===== src/rtl/bounce_pkg.sv =====
// ---------------------------------------------------------------------------
// bounce_pkg : shared types/constants for the bouncing-SR sequencer  (rev 1.0)
// ---------------------------------------------------------------------------
`default_nettype none

package bounce_pkg;

  typedef enum logic [1:0] {
    IDLE  = 2'd0,
    RUN   = 2'd1,
    PAUSE = 2'd2,
    DONE  = 2'd3
  } state_t;

  localparam int SR_WIDTH    = 8;
  localparam int PRESC_W_DEF = 16;
  localparam int CNT_W_DEF   = 8;

endpackage

`default_nettype wire


===== src/rtl/bounce_seq_ctrl_if.sv =====
// ---------------------------------------------------------------------------
// bounce_seq_ctrl_if : controller/shift-register side signals  (rev 1.0)
// ---------------------------------------------------------------------------
`default_nettype none

interface bounce_seq_ctrl_if
  import bounce_pkg::*;
#(
  parameter int PRESC_W = PRESC_W_DEF,
  parameter int CNT_W   = CNT_W_DEF
) ();

  logic               start;
  logic               stop;
  logic               pause;
  logic [PRESC_W-1:0] presc_div;
  logic [CNT_W-1:0]   num_sweeps;
  logic               tc_in;
  logic               sr_ena;
  logic               busy;
  logic               done;
  logic [CNT_W-1:0]   sweep_cnt;
  logic               fault;

  modport master (
    output start, stop, pause, presc_div, num_sweeps, tc_in,
    input  sr_ena, busy, done, sweep_cnt, fault
  );

  modport slave (
    input  start, stop, pause, presc_div, num_sweeps, tc_in,
    output sr_ena, busy, done, sweep_cnt, fault
  );

endinterface

`default_nettype wire


===== src/rtl/bounce_presc.sv =====
// ---------------------------------------------------------------------------
// bounce_presc : free-running divider producing one tick per div cycles  (rev 1.0)
// ---------------------------------------------------------------------------
`default_nettype none

module bounce_presc #(
  parameter int PRESC_W = 16
) (
  input  wire logic               clk,
  input  wire logic               rstna,
  input  wire logic               clr,
  input  wire logic               run,
  input  wire logic [PRESC_W-1:0] div,
  output logic                    tick
);

  logic [PRESC_W-1:0] div_eff;
  logic [PRESC_W-1:0] cnt;
  logic               at_last;

  // A divider of 0 behaves as 1 so the strobe can never stall.
  assign div_eff = (div == '0) ? PRESC_W'(1) : div;
  assign at_last = (cnt == (div_eff - PRESC_W'(1)));
  assign tick    = run & at_last;

  always_ff @(posedge clk or negedge rstna) begin
    if (!rstna) begin
      cnt <= '0;
    end else if (clr) begin
      cnt <= '0;
    end else if (run) begin
      cnt <= at_last ? '0 : cnt + PRESC_W'(1);
    end
  end

endmodule

`default_nettype wire


===== src/rtl/bounce_seq_ctrl.sv =====
// ---------------------------------------------------------------------------
// bounce_seq_ctrl : strobe/sweep sequencer for the bouncing one-hot SR  (rev 1.0)
// Optional watchdog: define BOUNCE_SEQ_CTRL_WDOG_EN.
// ---------------------------------------------------------------------------
`default_nettype none

module bounce_seq_ctrl
  import bounce_pkg::*;
#(
  parameter int PRESC_W = PRESC_W_DEF,
  parameter int CNT_W   = CNT_W_DEF
`ifdef BOUNCE_SEQ_CTRL_WDOG_EN
  ,
  parameter int WDOG_LIM = 64
`endif
) (
  input wire logic          clk,
  input wire logic          rstna,
  bounce_seq_ctrl_if.slave  bus
);

  state_t             state, state_nx;
  logic [PRESC_W-1:0] div_q;
  logic [CNT_W-1:0]   target_q;
  logic [CNT_W-1:0]   sweep_cnt_r;
  logic               tc_q;
  logic               sr_ena_r, busy_r, done_r;

  logic               active, tc_rise, cnt_edge, hit, start_ok;
  logic               presc_run, tick, strobe_nx;
  logic [CNT_W-1:0]   cnt_inc;
  logic               wdog_trip, fault_w;

  assign active   = (state == RUN) || (state == PAUSE);
  assign tc_rise  = bus.tc_in & ~tc_q;
  assign cnt_edge = tc_rise & active;
  assign cnt_inc  = (&sweep_cnt_r) ? sweep_cnt_r : sweep_cnt_r + CNT_W'(1);
  assign hit      = cnt_edge & (target_q != '0) & (cnt_inc == target_q);
  assign start_ok = (state == IDLE) & bus.start & ~bus.stop & ~fault_w;
  // Prescaler freezes the same cycle stop/pause is seen, so no count is lost.
  assign presc_run = (state == RUN) & ~bus.stop & ~bus.pause;

  bounce_presc #(.PRESC_W(PRESC_W)) u_presc (
    .clk   (clk),
    .rstna (rstna),
    .clr   (start_ok),
    .run   (presc_run),
    .div   (div_q),
    .tick  (tick)
  );

  always_comb begin
    state_nx  = state;
    strobe_nx = 1'b0;
    case (state)
      IDLE:  if (start_ok) state_nx = RUN;
      RUN: begin
        if (bus.stop)        state_nx = IDLE;
        else if (hit)        state_nx = DONE;
        else if (wdog_trip)  state_nx = IDLE;
        else if (bus.pause)  state_nx = PAUSE;
        else                 strobe_nx = tick;
      end
      PAUSE: begin
        if (bus.stop)        state_nx = IDLE;
        else if (hit)        state_nx = DONE;
        else if (wdog_trip)  state_nx = IDLE;
        else if (!bus.pause) state_nx = RUN;
      end
      DONE:    state_nx = IDLE;
      default: state_nx = IDLE;
    endcase
  end

  always_ff @(posedge clk or negedge rstna) begin
    if (!rstna) begin
      state       <= IDLE;
      tc_q        <= 1'b0;
      sr_ena_r    <= 1'b0;
      busy_r      <= 1'b0;
      done_r      <= 1'b0;
      div_q       <= '0;
      target_q    <= '0;
      sweep_cnt_r <= '0;
    end else begin
      state    <= state_nx;
      tc_q     <= bus.tc_in;
      sr_ena_r <= strobe_nx;
      busy_r   <= (state_nx == RUN) || (state_nx == PAUSE);
      done_r   <= (state_nx == DONE);
      if (start_ok) begin
        div_q       <= bus.presc_div;
        target_q    <= bus.num_sweeps;
        sweep_cnt_r <= '0;
      end else if (cnt_edge) begin
        sweep_cnt_r <= cnt_inc;
      end
    end
  end

`ifdef BOUNCE_SEQ_CTRL_WDOG_EN
  localparam int WD_W = $clog2(WDOG_LIM + 1);

  logic [WD_W-1:0] wdog_cnt;
  logic            fault_r;

  assign wdog_trip = active & (wdog_cnt == WD_W'(WDOG_LIM));
  assign fault_w   = fault_r;

  always_ff @(posedge clk or negedge rstna) begin
    if (!rstna) begin
      wdog_cnt <= '0;
      fault_r  <= 1'b0;
    end else begin
      if (start_ok || tc_rise) wdog_cnt <= '0;
      else if (strobe_nx)      wdog_cnt <= wdog_cnt + WD_W'(1);
      if (wdog_trip && !bus.stop && !hit) fault_r <= 1'b1;
    end
  end
`else
  assign wdog_trip = 1'b0;
  assign fault_w   = 1'b0;
`endif

  assign bus.sr_ena    = sr_ena_r;
  assign bus.busy      = busy_r;
  assign bus.done      = done_r;
  assign bus.sweep_cnt = sweep_cnt_r;
  assign bus.fault     = fault_w;

endmodule

`default_nettype wire


===== src/flat_wrapper.sv =====
// flat-port wrapper written by rule: the top's interface ports become plain ports
module bounce_seq_ctrl_flat import bounce_pkg::*;
#(
  parameter int PRESC_W = PRESC_W_DEF,
  parameter int CNT_W   = CNT_W_DEF

)
  (clk, rstna, bus_start, bus_stop, bus_pause, bus_presc_div, bus_num_sweeps, bus_tc_in, bus_sr_ena, bus_busy, bus_done, bus_sweep_cnt, bus_fault);
  bounce_seq_ctrl_if #(.PRESC_W(PRESC_W), .CNT_W(CNT_W)) bus_i ();
  input wire logic clk;
  input wire logic rstna;
  input wire logic [$bits(bus_i.start)-1:0] bus_start;
  input wire logic [$bits(bus_i.stop)-1:0] bus_stop;
  input wire logic [$bits(bus_i.pause)-1:0] bus_pause;
  input wire logic [$bits(bus_i.presc_div)-1:0] bus_presc_div;
  input wire logic [$bits(bus_i.num_sweeps)-1:0] bus_num_sweeps;
  input wire logic [$bits(bus_i.tc_in)-1:0] bus_tc_in;
  output wire logic [$bits(bus_i.sr_ena)-1:0] bus_sr_ena;
  output wire logic [$bits(bus_i.busy)-1:0] bus_busy;
  output wire logic [$bits(bus_i.done)-1:0] bus_done;
  output wire logic [$bits(bus_i.sweep_cnt)-1:0] bus_sweep_cnt;
  output wire logic [$bits(bus_i.fault)-1:0] bus_fault;
  assign bus_i.start = bus_start;
  assign bus_i.stop = bus_stop;
  assign bus_i.pause = bus_pause;
  assign bus_i.presc_div = bus_presc_div;
  assign bus_i.num_sweeps = bus_num_sweeps;
  assign bus_i.tc_in = bus_tc_in;
  assign bus_sr_ena = bus_i.sr_ena;
  assign bus_busy = bus_i.busy;
  assign bus_done = bus_i.done;
  assign bus_sweep_cnt = bus_i.sweep_cnt;
  assign bus_fault = bus_i.fault;
  bounce_seq_ctrl #(.PRESC_W(PRESC_W), .CNT_W(CNT_W)) u_core (.clk(clk), .rstna(rstna), .bus(bus_i));
endmodule

===== config.mk =====
export PLATFORM = sky130hd
export DESIGN_NAME = bounce_seq_ctrl_flat
export DESIGN_NICKNAME = d
export VERILOG_FILES = /design/src/rtl/bounce_pkg.sv /design/src/rtl/bounce_seq_ctrl_if.sv /design/src/rtl/bounce_presc.sv /design/src/rtl/bounce_seq_ctrl.sv /design/src/flat_wrapper.sv
export SDC_FILE = /design/constraint.sdc
export NUM_CORES = 1
export LEC_CHECK = 0
export BUFFER_PORTS_ARGS = -buffer_cell sky130_fd_sc_hd__buf_4
export CAP_MARGIN = 15
export CELL_PAD_IN_SITES_DETAIL_PLACEMENT = 1
export CELL_PAD_IN_SITES_GLOBAL_PLACEMENT = 2
export CORE_MARGIN = 4
export CORE_UTILIZATION = 32
export CTS_CLUSTER_SIZE = 24
export DETAILED_ROUTE_END_ITERATION = 10
export GPL_TIMING_DRIVEN = 0
export PLACE_DENSITY = 0.85
export SLEW_MARGIN = 0
export SYNTH_ARGS = -nofsm -noshare
export SYNTH_HDL_FRONTEND = slang
export SYNTH_SLANG_ARGS = --single-unit

===== constraint.sdc =====
create_clock -name clk -period 3 [get_ports clk]
set_input_delay 0.15 -clock clk [delete_from_list [all_inputs] [get_ports clk]]
set_output_delay 0.15 -clock clk [all_outputs]
set_load 0.05 [all_outputs]

==> reports/metrics.yaml <==
detailed_routing:
  wl_per_cell_um: 17.5
  ant_nets: 0
  drt-initial-drc-count: 173
  drt-total-wl_um: 11000
  drt-pass1-iter-count: 4
  drc_errors: 0
  viasPerCell: 5.34
  num_vias: 3348
sta:
  fmax_mhz: 326
  finalHoldViolations: 0
  period_needed_ns: 3.07
  maxSlewViolCount: 0
  rsz0062_at_grt: "true"
  fin_skew_ns: 0.00817
  worst_slack_ns: -0.0672
  fin_crit_sh_pct: 102
  worst_pin_slew_ns: 0.758
  max_slew_margin_pct: 49.5
  final-setup-viol-count: 13
global_route:
  antenna_found_initial: 0
  grt_max_degree: 55
  grt_usage_pct: 17.5
  grt_overflow: 0
  grt_first_pass_wirelength_um: 17900
  grt_pass1_vias: 3639
critical_path:
  cp-start-kind: "flop"
  rrSetupSlack_ns: -0.07
  rr_startpoint: "u_core.div_q[7]"
  critical_path.max_stage_delay_ns: 0.53
  regToRegEndpoint: "u_core.u_presc.cnt[1]"
  cp.arrival_ns: 3.25
  worst-path-buf-inv: 2
  crit_slowest_cell: "or4_4"
  path_cells: "buf_6 > or3_4 > or4_4 > xnor2_4 > o2111ai_4 > a2111oi_4 > o2111ai_4 > buf_6 > a32o_1"
  critical-path-top-delay-family: "compound AO/OA/AOI/OAI gates"
  r2r_cells: 9
  critPathMaxFanout: 5
  worstSetupPathType: "flop to flop"
  required_ns: 3.19
  crit_path_end_kind: "flop"
yosys:
  yosys_register_bits: 54
  synth_flop_cell: "dfrtp_1"
  synth_enable_flop_cells: 0
  syn_inst: 408
  postSynthAreaPerCell_um2: 8.37
  yosysSeqAreaShare_pct: 39.6
  async_flop_share_pct: 100
  synth.cell_area_um2: 3420
  syn_nets: 445
  yosys_warnings: 0
  yosysUniqueCellTypes: 54
floorplanning:
  die_area_um2: 12400
  initial_utilization_pct: 32.9
  core_um2: 10400
  die_w_um: 111
  dieHeight_um: 111
  rows: 37
  ios: 42
pwr:
  p_leak_nw: 1.91
  p_total_mw: 3.45
  p_per_area_nw_per_um2: 766
  peakVddDrop_uv: 364
place:
  dpl.cell_count: 584
  gp_congestion: 0.852
  portBuffers: 40
  hpwl_um: 7360
clocking:
  cts_sinks: 54
  clock_latency_ns: 0.30
  cts_max_path_buffers: 2
  clkSlewWorstSetupHoldPaths_ns: 0.10
  h-tree-depth: 2
  clockRootBuffer: "clkbuf_8"
  cts_buffers: 5
  cts_tree: "built"
finish:
  finalNonFillerCells: 627
  drive_gt1_share_pct: 27.1
  nets: 528
  diodes: 0
  syn2layout_area_growth_pct: 31.8
outcome:
  violations: "setup timing"
  status: "finished, violations left"
run:
  cap_violations: 0
min_path:
  hold_class: "input port to flop"
  hold_depth: 3
  min_to: "u_core.div_q[14]"
  hold_start: "bus_presc_div[14]"
layout by cell type, fill, tap and decap left out, types with 3 or more instances in the layout:
cell type	count
dfrtp_1	41
dfrtp_2	13
xor2_1	8
ha_1	5
nand2b_1	5
or3_1	4
clkbuf_1	16
buf_4	71
nor3b_1	4
and2_1	3
nand4_1	8
a21oi_1	11
nor3_1	10
clkbuf_8	5
mux2i_1	17
or2_2	4
o21ai_0	13
inv_1	12
and3_1	6
o21ai_1	3
nor3_4	4
nand2_1	91
nand3_1	18
xnor2_1	15
nand3b_1	6
nor2_1	23
nor2_2	3
buf_6	5
a31oi_1	11
state kept, by name, summed over array words and instances (netlist names):
name	cells
u_core.div_q	16
u_core.u_presc.cnt	16
u_core.bus.sweep_cnt	8
u_core.target_q	8
u_core.state	2
u_core.bus.busy	1
u_core.bus.done	1
u_core.bus.sr_ena	1
u_core.tc_q	1
stage by stage:
step	setup TNS (ns)	hold slack (ns)	setup WS, ns	util [%]	area, µm²
finish	-0.513	0.0359	-0.0672	43.4	4500
global route	-1.95	0.0325	-0.168	43.4	4500
CTS	-1.33	0.0309	-0.118	42.0	4360
detailed placement	-8.84	0.243	-0.610	37.5	3890
global placement	-8.23	0.251	-0.541	37.5	3890
floorplan	0	-0.146	0.0976	-	3420
worst reg2reg max path: stages (launching register included):
cell and delay [ns]:
dfrtp_2 0.46, buf_6 0.15, or3_4 0.39, or4_4 0.53, xnor2_4 0.19, o2111ai_4 0.16, a2111oi_4 0.31, o2111ai_4 0.28
buf_6 0.25, a32o_1 0.25
synthesized netlist by cell type, types with 7 or more instances:
master,number,share of area [%]
nand2_1,92,10
mux2i_1,17,5.0
ha_1,7,2.6
xnor2_1,16,4.1
a31oi_1,14,2.6
nor2_1,27,3.0
xor2_1,9,2.3
dfrtp_1,54,40
nor3_1,16,2.3
inv_1,12,1.3
clkbuf_1,14,1.5
a21oi_1,12,1.8
nand4_1,8,1.5
nand3_1,20,2.9
o21ai_0,16,2.3
what timing repair did:
action                     CTS  global route
gates resized for setup     42            19
hold buffers                 2             0
setup buffers               28             4
setup endpoints to repair   17            18
cloned                       2             0
hold endpoints to repair    55             0
pin swaps                   12             5
power by group:
part / switching [mW] / total, mW / internal [mW]
clock: 0.228 / 0.390 / 0.162
sequential: 0.271 / 1.20 / 0.933
combinational: 1.01 / 1.85 / 0.841
total: 1.51 / 3.45 / 1.94
layer usage:
metal,up-vias,track usage [%],part of all wire (%)
li1,1599,-,-
met5,-,0,0
met4,0,6.57,2.8
met3,25,1.86,3.1
met2,72,32.1,53
met1,1652,20.9,41
logic make-up after synthesis:
family          after synthesis  share of synthesized area (%)
compound gates               65                           13.4
xor+xnor                     25                           6.41
fa+ha+maj                     7                           2.56
buf+inv                      30                           3.66
flops                        54                           39.6
mux                          18                           5.31
other cells                   1                          0.110
simple gates                208                           29.0
how the worst max path moves through the flow:
stage / startpoint / end / slack [ns] / cells past startpoint
3_5_place_dp: u_core.div_q[0] / u_core.u_presc.cnt[14] / -0.61 / 13
2_1_floorplan: u_core.div_q[3] / u_core.u_presc.cnt[1] / 0.1 / 12
4_1_cts: u_core.div_q[3] / u_core.u_presc.cnt[13] / -0.12 / 14
6_report: u_core.div_q[7] / u_core.u_presc.cnt[1] / -0.07 / 9
5_1_grt: u_core.div_q[3] / u_core.u_presc.cnt[14] / -0.17 / 14
3_3_place_gp: u_core.div_q[0] / u_core.u_presc.cnt[11] / -0.54 / 13
area by class of cell:
type	count	area, µm²
Buffer	18	86.3
Clock buffer	7	76.3
Fill cell	1240	5870
Inverter	12	45.0
Multi-Input combinational cell	325	2180
Sequential cell	54	1370
Tap cell	136	170
Timing Repair Buffer	75	579
No activity file was read; power rests on OpenSTA's default activity.
